File: config.mk
export PLATFORM = sky130hd
export DESIGN_NAME = ff_byte_stuffer_flat
export DESIGN_NICKNAME = d
export VERILOG_FILES = /design/src/rtl/ff_byte_stuffer_if.sv /design/src/rtl/ff_byte_stuffer.sv /design/src/flat_wrapper.sv
export SDC_FILE = /design/constraint.sdc
export NUM_CORES = 1
export LEC_CHECK = 0
export ABC_AREA = 1
export CAP_MARGIN = 10
export CELL_PAD_IN_SITES_DETAIL_PLACEMENT = 0
export CELL_PAD_IN_SITES_GLOBAL_PLACEMENT = 1
export CORE_ASPECT_RATIO = 0.7
export CORE_MARGIN = 3
export CORE_UTILIZATION = 37
export CTS_BUF_LIST = sky130_fd_sc_hd__clkbuf_4
export DETAILED_ROUTE_END_ITERATION = 6
export HOLD_SLACK_MARGIN = 0.06
export PLACE_DENSITY_LB_ADDON = 0.1
export SLEW_MARGIN = 20
export SYNTH_ARGS = -nofsm -noshare
export SYNTH_HDL_FRONTEND = slang
export SYNTH_SLANG_ARGS = --single-unit
export TNS_END_PERCENT = 20
File: constraint.sdc
create_clock -name clk -period 2.43 [get_ports clk]
set_input_delay 0.243 -clock clk [delete_from_list [all_inputs] [get_ports clk]]
set_output_delay 0.243 -clock clk [all_outputs]
set_load 0.01 [all_outputs]
File: src/rtl/ff_byte_stuffer_if.sv
// Word-fetch and byte-output handshake bundle for ff_byte_stuffer.
// master = the stuffer; slave = the FIFO/sink side.
interface ff_byte_stuffer_if;
    logic        fifo_empty;
    logic        read_req;
    logic [31:0] read_data;
    logic        rdata_valid;
    logic [7:0]  out_byte;
    logic        out_valid;
    logic        out_ready;

    modport master (
        input  fifo_empty,
        input  read_data,
        input  rdata_valid,
        input  out_ready,
        output read_req,
        output out_byte,
        output out_valid
    );

    modport slave (
        output fifo_empty,
        output read_data,
        output rdata_valid,
        output out_ready,
        input  read_req,
        input  out_byte,
        input  out_valid
    );
endinterface

File: src/rtl/ff_byte_stuffer.sv
// Pops 32-bit words, emits them MSB byte first, and inserts a 0x00
// after every 0xFF byte; counts the inserted bytes.
module ff_byte_stuffer (
    input  logic              clk,
    input  logic              rst,
    ff_byte_stuffer_if.master bus,
    output logic [15:0]       stuff_count,
    output logic              busy
);

    typedef enum logic [1:0] {
        IDLE,
        REQ_WAIT,
        EMIT,
        STUFF
    } state_t;

    state_t      state;
    state_t      state_n;
    logic [31:0] word_q;
    logic [31:0] word_n;
    logic [1:0]  idx_q;
    logic [1:0]  idx_n;
    logic [7:0]  byte_q;
    logic [7:0]  byte_n;
    logic        valid_q;
    logic        valid_n;
    logic [15:0] cnt_n;
    logic        armed_q;
    logic        req;
    logic        xfer;
    logic        last;

    function automatic logic [7:0] pick(
        input logic [31:0] w,
        input logic [1:0]  i
    );
        return w[{i, 3'b000} +: 8];
    endfunction

    // armed_q keeps read_req low in the first cycle out of reset
    assign req  = rst && armed_q && (state == IDLE) && !bus.fifo_empty;
    assign xfer = valid_q && bus.out_ready;
    assign last = (idx_q == 2'd0);

    always_comb begin
        state_n = state;
        word_n  = word_q;
        idx_n   = idx_q;
        byte_n  = byte_q;
        valid_n = valid_q;
        cnt_n   = stuff_count;
        unique case (state)
            IDLE: begin
                if (req) begin
                    state_n = REQ_WAIT;
                end
            end
            REQ_WAIT: begin
                if (bus.rdata_valid) begin
                    state_n = EMIT;
                    word_n  = bus.read_data;
                    idx_n   = 2'd3;
                    byte_n  = bus.read_data[31:24];
                    valid_n = 1'b1;
                end
            end
            EMIT: begin
                if (xfer) begin
                    if (byte_q == 8'hFF) begin
                        state_n = STUFF;
                        byte_n  = 8'h00;
                    end else if (!last) begin
                        idx_n  = idx_q - 2'd1;
                        byte_n = pick(word_q, idx_q - 2'd1);
                    end else begin
                        state_n = IDLE;
                        valid_n = 1'b0;
                    end
                end
            end
            STUFF: begin
                if (xfer) begin
                    if (stuff_count != 16'hFFFF) begin
                        cnt_n = stuff_count + 16'd1;
                    end
                    if (!last) begin
                        state_n = EMIT;
                        idx_n   = idx_q - 2'd1;
                        byte_n  = pick(word_q, idx_q - 2'd1);
                    end else begin
                        state_n = IDLE;
                        valid_n = 1'b0;
                    end
                end
            end
            default: begin
                state_n = IDLE;
                valid_n = 1'b0;
            end
        endcase
    end

    always_ff @(posedge clk) begin
        if (!rst) begin
            state       <= IDLE;
            word_q      <= 32'h0;
            idx_q       <= 2'd3;
            byte_q      <= 8'h00;
            valid_q     <= 1'b0;
            stuff_count <= 16'h0;
            armed_q     <= 1'b0;
        end else begin
            state       <= state_n;
            word_q      <= word_n;
            idx_q       <= idx_n;
            byte_q      <= byte_n;
            valid_q     <= valid_n;
            stuff_count <= cnt_n;
            armed_q     <= 1'b1;
        end
    end

    assign bus.read_req  = req;
    assign bus.out_byte  = byte_q;
    assign bus.out_valid = valid_q;
    assign busy          = (state != IDLE);

endmodule

File: src/flat_wrapper.sv
// flat-port wrapper written by rule: the top's interface ports become plain ports
module ff_byte_stuffer_flat 
  (clk, rst, stuff_count, busy, bus_fifo_empty, bus_read_data, bus_rdata_valid, bus_out_ready, bus_read_req, bus_out_byte, bus_out_valid);
  ff_byte_stuffer_if bus_i ();
  input  logic clk;
  input  logic rst;
  output logic [15:0] stuff_count;
  output logic busy;
  input wire logic [$bits(bus_i.fifo_empty)-1:0] bus_fifo_empty;
  input wire logic [$bits(bus_i.read_data)-1:0] bus_read_data;
  input wire logic [$bits(bus_i.rdata_valid)-1:0] bus_rdata_valid;
  input wire logic [$bits(bus_i.out_ready)-1:0] bus_out_ready;
  output wire logic [$bits(bus_i.read_req)-1:0] bus_read_req;
  output wire logic [$bits(bus_i.out_byte)-1:0] bus_out_byte;
  output wire logic [$bits(bus_i.out_valid)-1:0] bus_out_valid;
  assign bus_i.fifo_empty = bus_fifo_empty;
  assign bus_i.read_data = bus_read_data;
  assign bus_i.rdata_valid = bus_rdata_valid;
  assign bus_i.out_ready = bus_out_ready;
  assign bus_read_req = bus_i.read_req;
  assign bus_out_byte = bus_i.out_byte;
  assign bus_out_valid = bus_i.out_valid;
  ff_byte_stuffer u_core (.clk(clk), .rst(rst), .bus(bus_i), .stuff_count(stuff_count), .busy(busy));
endmodule
==> results.md, run 1 <==
- The Yosys step of the flow raised 0 warnings.
- The path class of the tightest hold or removal check is reg -> reg.
- The final number of max-transition violations is 0.
- Of all nets on the critical path, the largest fanout is 12.
- The count of endpoints failing setup in the final report is 0.
- In this run, post-CTS hold repair placed 0 buffers.
- At the end of the flow the core is filled with cells to 0.493.
- In this run the tightest slew margin relative to its limit is 0.597.
- After synthesis the cells add up to 3090 um^2.
- STA classifies the critical path startpoint as a register.
- In the finished design, the share of the clock period the worst path needs comes to 0.846.
- The maximum frequency from static timing analysis is 0.486 GHz.
- The initial antenna violation count was 0.
- The area growth from synthesis to final layout is 27.5%.
- The remaining design rule violation count is 0.
- The post-synthesis cell type count is 26.
- The slew at the pin closest to its max-slew limit is 0.601 ns.
- Once detail routing completed, the nets flagged for antenna violations numbered 0.
- The floorplan step set the die width to 115 um.
- The worst clock skew is 0.0150 ns.
- Summed over all cells, the static leakage comes to 1.46 nW.
- The endpoint identified for the worst register-to-register timing path is u_core.stuff_count[7].
- On the worst path, the slowest cell contributes a delay of 0.56 ns.
- The power density relative to cell area is 919 nW/um^2.
- The initial standard-cell utilization of the core is 0.386.
- Setup repair after global routing left no endpoint under its margin.
- The total negative setup slack is 0 ns.
- TritonCTS built the clock tree.
- In this run the cell area measured after placement is 3790 um^2.
- Global routing finished with a remaining overflow of 0.
- The number of buffers inserted by post-CTS setup repair is 0.
- The arrival time at the worst endpoint is 2.40 ns.
- Row generation in the floorplan step produced 27 rows.
- After routing the design area is 3940 um^2.
- The first-pass GRT wire length is 13.5 mm.
- The clock period could shrink to 2.06 ns.
- No sink is reached through more buffers than the 2 on the longest clock path.
- The design draws 0.00362 W.
- Once the clock tree was built, the resizer swapped 0 gates to a different size.
- The per-instance average area after synthesis is 6.67 um^2.
- The die height is 82.5 um.
- The maximum number of pins on one net before global-route repair is 66.
- For hold timing, the worst endpoint is u_core.word_q[29].
- The number of clock buffers added by TritonCTS is 9.
- The number of enable flip-flop cells after synthesis is 0.
- The slowest stage of the critical path is the sky130_fd_sc_hd__a21boi_2 cell.
- The via density per instance is 4.91.
- The number of I/O pins is 64.
- The deepest level of the CTS H-tree is 3.
- In the final routed layout, each cell accounts on average for 13.4 um.
- The count of state elements after synthesis is 62.
- By startpoint and endpoint, the worst setup path is classified as reg -> reg.
- The number of nets in the finished design is 558.
- The critical path startpoint is u_core.state[1].
- The overall routed net length is 8.39 mm.
- The part of the Yosys area used for sequential elements is 0.401.
- The number of failing hold endpoints at the final stage is 0.
- The worst hold path startpoint is u_core.word_q[29].
- The worst reg-to-reg setup slack is 0.37 ns.
- The number of global-route vias before repair came to 2674.
- The detailed router finished its first iteration with 174 violations.
- The final-layout fill cell count is 849.
- In this run the critical register-to-register path is launched from u_core.state[1].
- The die covers 9510 um^2.
- The clock-pin transition on the worst setup and hold timing paths is 0.11 ns.
- The most used flip-flop cell after synthesis is sky130_fd_sc_hd__dfxtp_1.
- The library cells used most frequently in the layout, excluding fill and tap cells, are 114 x sky130_fd_sc_hd__nand2_1, 64 x sky130_fd_sc_hd__a21oi_1, 63 x sky130_fd_sc_hd__clkdlybuf4s50_1, 62 x sky130_fd_sc_hd__dfxtp_1, 54 x sky130_fd_sc_hd__inv_1.
- VDD sags by at most 0.499 mV.
- The post-synthesis net count is 503.
- The cell count after synthesis came out at 464.
- The leading cell type in the layout, fill and taps excluded is sky130_fd_sc_hd__nand2_1.
- The via count of the routed design is 3068.
- The worst setup slack after layout is 0.374 ns.
- For this run, the detailed router's first-pass iteration total came to 4.
- The total inserted antenna cells is 0.
- The max-capacitance violation count is 0.
- Detailed placement finished with a half-perimeter wire length of 5.94 mm.
- The placeable core region is 8010 um^2.
- The flow ran to the end, and the final reports show no timing, DRC or antenna violations.
- The number of clock sinks is 62.
- For the worst setup path, the data required time is 2.77 ns.
- Across every metal layer, demand over resource in global routing totals 0.184.
- Walking the worst path, the cells encountered are inv_1, nor3_4, a21boi_2, nand2_1, a21oi_2.
- Of the cells placed in the final design, the portion with a size suffix greater than 1 is 0.0592.
- The worst register-to-register path has a depth of 5.
- The endpoint kind of the worst setup timing path is a register.
- The worst setup slack after placement is 0.431 ns.
- After synthesis, the share of flip-flops with an asynchronous set or reset is 0.
- Input and output buffers added on the ports amount to 63.
- The tree is rooted in a sky130_fd_sc_hd__clkbuf_4.
- At the end of routability-driven placement, the weighted congestion stood at 0.797.
- Counting instances, the worst hold path has a depth of 2.
- For the worst-skew pair, the clock arrives at the later sink with an insertion delay of 0.41 ns.
==> worst max-delay path, delay by kind of cell, from the launching register on <==
kind	cells	cell delay (ns)
compound gates	2	0.70
simple gates	2	0.50
buf+inv	1	0.29
flops	1	0.49
==> stage by stage <==
step | hold slack [ns] | cells
global route | 0.442 | 625
floorplan | 0.271 | 464
detailed placement | 0.436 | 609
CTS | 0.421 | 625
finish | 0.452 | 625
global placement | 0.433 | 609
==> worst max path at each step <==
stage | slack [ns] | endpoint | cells after the start
CTS | 0.39 | u_core.stuff_count[7] | 5
global placement | 0.48 | u_core.stuff_count[7] | 5
finish | 0.37 | u_core.stuff_count[7] | 5
detailed placement | 0.43 | u_core.stuff_count[8] | 5
floorplan | 0.51 | u_core.bus.out_byte[1] | 11
global route | 0.09 | u_core.stuff_count[6] | 5
==> where the power goes <==
part	total [W]	switching [W]	internal [W]
registers	0.00137	0.000151	0.00122
clock network	0.000795	0.000386	0.000410
logic	0.00146	0.000887	0.000574
total	0.00362	0.00142	0.00220
==> cell type report <==
cell class	count	area, um^2	share of cell area
clock buffer	9	67.6	0.0171
clock inverter	7	88.8	0.0225
inverter	56	210	0.0533
multi-input combinational	322	1530	0.388
sequential	62	1240	0.315
tap	101	126	0.0320
timing repair buffer	68	681	0.173
==> kinds of logic after synthesis <==
kind of cell,count (synthesis),share of synthesized area
AO/OA/AOI/OAI,120,0.200
XOR/XNOR,7,0.0198
buffers and inverters,80,0.106
AND/OR/NAND/NOR,193,0.265
flip-flops,62,0.401
adder cells (fa/ha/maj),2,0.00809
==> synthesized netlist by cell type, types with 3 or more instances <==
cell / count / area, um^2
sky130_fd_sc_hd__a21oi_1: 64 / 320
sky130_fd_sc_hd__a21oi_2: 3 / 26.3
sky130_fd_sc_hd__buf_2: 5 / 25.0
sky130_fd_sc_hd__buf_6: 3 / 33.8
sky130_fd_sc_hd__clkbuf_1: 15 / 56.3
sky130_fd_sc_hd__dfxtp_1: 62 / 1240
sky130_fd_sc_hd__inv_1: 54 / 203
sky130_fd_sc_hd__nand2_1: 114 / 428
sky130_fd_sc_hd__nand3_1: 31 / 155
sky130_fd_sc_hd__nand4_1: 6 / 37.5
sky130_fd_sc_hd__nor2_1: 30 / 113
sky130_fd_sc_hd__nor3_1: 5 / 25.0
sky130_fd_sc_hd__o21ai_0: 52 / 260
sky130_fd_sc_hd__xnor2_1: 3 / 26.3
sky130_fd_sc_hd__xor2_1: 4 / 35.0
==> routing by layer <==
metal | share of wire | track usage | vias up
li1 | - | - | 1612
met1 | 0.56 | 0.299 | 1381
met2 | 0.38 | 0.226 | 68
met3 | 0.055 | 0.0532 | 7
met4 | 0.0066 | 0.0457 | 0
met5 | 0 | 0 | -
==> sequential cells by signal, indices dropped and copies added (netlist names) <==
signal,flops
u_core.word_q,32
u_core.stuff_count,16
u_core.bus.out_byte,8
u_core.idx_q,2
u_core.state,2
u_core.armed_q,1
u_core.bus.out_valid,1
(Power assumes the default switching activity.)
==> run 2, diff against run 1 <==
Clock period 2.43 ns to 2.2 ns, I/O delays scaled along.
==> results.md, run 2 (same netlist as run 1, synthesis figures left out) <==
- The number of global-route vias before repair was 2676 (was 2674).
- The number of buffers created by CTS is 9 (unchanged).
- The power density relative to cell area is 1020 nW/um^2 (was 919 nW/um^2).
- The slew at the pin closest to its max-slew limit came to 0.562 ns (was 0.601 ns).
- The final number of max-transition violations was 0 (unchanged).
- The number of cells on the critical path is 5 (unchanged).
- The initial antenna violation count is 0 (unchanged).
- The number of buffers added to fix hold violations after cts was 0 (unchanged).
- The final-layout fill cell count was 844 (was 849).
- The arrival time at the worst endpoint is 1.78 ns (was 2.40 ns).
- The number of nets in the finished design is 559 (was 558).
- The largest stage delay on the critical path was 0.55 ns (was 0.56 ns).
- The deepest level of the CTS H-tree is 3 (unchanged).
- The number of buffers inserted by post-CTS setup repair is 0 (unchanged).
- The number of I/O pins came to 64 (unchanged).
- The power share of the combinational group is 0.406 (was 0.403).
- The die footprint is 9510 um^2 (unchanged).
- The maximum number of pins on one net before global-route repair is 66 (unchanged).
- The endpoint kind of the worst setup timing path is a primary output (was register).
- The share of post-route cells with drive strength above 1 is 0.0571 (was 0.0592).
- The area growth from synthesis to final layout came to 27.1% (was 27.5%).
- The overall routed net length is 8.49 mm (was 8.39 mm).
- The number of clock sinks is 62 (unchanged).
- The worst clock skew is 0.0157 ns (was 0.0150 ns).
- The total negative setup slack is 0 ns (unchanged).
- The worst setup slack after placement is 0.308 ns (was 0.431 ns).
- In the finished design, the share of the clock period the worst path needs comes to 0.910.
- RSZ-0062 raised after global routing: no (unchanged).
- Most frequent cells in the layout: 114 x sky130_fd_sc_hd__nand2_1, 64 x sky130_fd_sc_hd__a21oi_1, 63 x sky130_fd_sc_hd__clkdlybuf4s50_1, 62 x sky130_fd_sc_hd__dfxtp_1, 54 x sky130_fd_sc_hd__inv_1 (unchanged).
- The startpoint kind of the worst setup timing path was a register (unchanged).
- The critical-path cell with the highest stage delay is sky130_fd_sc_hd__clkdlybuf4s50_1 (was sky130_fd_sc_hd__a21boi_2).
- The switching part of the total power is 0.392 (was 0.393).
- The design internal power was 0.00243 W (was 0.00220 W).
- The max-capacitance violation count is 0 (unchanged).
- The total congestion overflow is 0 (unchanged).
- The number of detailed-route iterations in the first pass is 4 (unchanged).
- The leakage power summed over all cells came to 1.47 nW (was 1.46 nW).
- The type of the tightest min-delay check is in -> reg (was reg -> reg).
- The instance count along the most critical hold path was 3 (was 2).
- The remaining antenna violation count after routing is 0 (unchanged).
- The buffer levels on the longest clock path is 2 (unchanged).
- The maximum fanout count along the critical path is 8 (was 12).
- The critical setup path kind is reg -> out (was reg -> reg).
- The die height is 82.5 um (unchanged).
- Subtracting the final worst setup slack from the clock period gives 2.00 ns.
- The placer congestion estimate is 0.772 (was 0.797).
- The count of routing violations after the opening detailed-route iteration was 182 (was 174).
- The remaining design rule violation count is 0 (unchanged).
- The peak supply drop came to 0.546 mV (was 0.499 mV).
- The first-pass GRT wire length is 13.6 mm (was 13.5 mm).
- The site row count came to 27 (unchanged).
- The clock-pin transition on the worst setup and hold timing paths is 0.11 ns (about the same).
- The via density per instance is 4.84 (was 4.91).
- The flip-flop count of the largest register after layout is 32 (unchanged).
- The critical path data required time is 1.98 ns (was 2.77 ns).
- The clock latency at the later pin of the worst-skew pair is 0.42 ns (was 0.41 ns).
- The count of port buffers added during placement is 63 (unchanged).
- Result of the run: complete, no violations (unchanged).
- The detailed-placement wirelength estimate is 6.01 mm (was 5.94 mm).
- The power share of the clock group is 0.221 (was 0.219).
- The leading cell type in the layout, fill and taps excluded is sky130_fd_sc_hd__nand2_1 (unchanged).
- The count of endpoints failing setup in the final report is 0 (unchanged).
- The max-slew headroom at the worst pin is 0.623 (was 0.597).
- The number of cells upsized or downsized after cts is 0 (unchanged).
- The net load switching power is 0.00157 W (was 0.00142 W).
- The most numerous cell on the critical path is sky130_fd_sc_hd__nor2_1.
- The total inserted antenna cells came to 0 (unchanged).
- The chip width is 115 um (unchanged).
- The number of failing hold endpoints at the final stage is 0 (unchanged).
- The worst path buffer plus inverter count came to 3 (was 1).
- The maximum frequency from static timing analysis is 0.500 GHz.
- The initial standard-cell utilization of the core was 0.386 (unchanged).
- The depth of the worst register-to-register path is 7 (was 5).
- Sequence of cells on the critical path: buf_4, nor2_1, inv_1, nor2_1, clkdlybuf4s50_1 (was inv_1, nor3_4, a21boi_2, nand2_1, a21oi_2).
- The part of the total power dissipated in sequential elements is 0.374 (was 0.377).
- The worst setup slack after layout came to 0.199 ns (was 0.374 ns).
- The top register by number of flip-flops was u_core.word_q (unchanged).
- The cell chosen for the clock root is sky130_fd_sc_hd__clkbuf_4 (unchanged).
- The via count of the routed design is 3031 (was 3068).
- The placeable core region is 8010 um^2 (unchanged).
- The post-detailed-route wirelength per cell came to 13.6 um (was 13.4 um).
- The CTS tree is built (unchanged).
- The gate family responsible for the most delay along the worst path is buffers and inverters (was compound AO/OA/AOI/OAI gates).
- The total global-route track usage is 0.185 (was 0.184).
==> run 2: final timing paths <==
check                         start                endpoint  slack (ns)
setup / recovery    u_core.state[1]            bus_read_req        0.20
hold / removal    bus_read_data[20]       u_core.word_q[20]        0.42
hold reg to reg   u_core.word_q[26]       u_core.word_q[26]        0.45
setup reg to reg    u_core.idx_q[0]  u_core.bus.out_byte[4]        0.40
==> run 2: area by class of cell <==
type / count / area [um^2] / area share
Clock inverter: 6 / 76.3 / 0.0194
Timing Repair Buffer: 69 / 676 / 0.172
Inverter: 56 / 210 / 0.0534
Tap cell: 101 / 126 / 0.0321
Sequential cell: 62 / 1240 / 0.316
Clock buffer: 10 / 75.1 / 0.0191
Multi-Input combinational cell: 322 / 1530 / 0.389
==> run 2: worst min-delay path: cells and delay by family <==
kind,cells,cell delay (ns)
buffers and inverters,1,0.39
AOI/OAI and AO/OA,2,0.19
==> run 2: power groups by stage <==
| stage | logic, W | registers, W | clock network, W |
|---|---|---|---|
| finish | 0.00162 | 0.00150 | 0.000883 |
| global route | 0.00185 | 0.00152 | 0.000941 |
| CTS | 0.00163 | 0.00149 | 0.000907 |
| detailed placement | 0.00162 | 0.00152 | 0 |
| global placement | 0.00161 | 0.00152 | 0 |
| floorplan | 0.00103 | 0.00151 | 0 |
==> run 2: metal layers <==
metal,part of all wire,track usage,vias up
met3,0.077,0.0532,5
met5,0,0,-
met1,0.55,0.300,1336
met4,0.0062,0.0528,0
met2,0.36,0.225,76
li1,-,-,1614
==> run 2: through the flow <==
step                       util  total power, W  cells  hold slack (ns)  instance area [um^2]
after global routing      0.491         0.00431    626            0.431                  3930
final                     0.491         0.00400    626            0.423                  3930
after global placement    0.472         0.00313    610            0.434                  3780
after CTS                 0.491         0.00403    626            0.400                  3930
after floorplan               -         0.00255    464            0.248                  3090
after detailed placement  0.472         0.00314    610            0.437                  3780
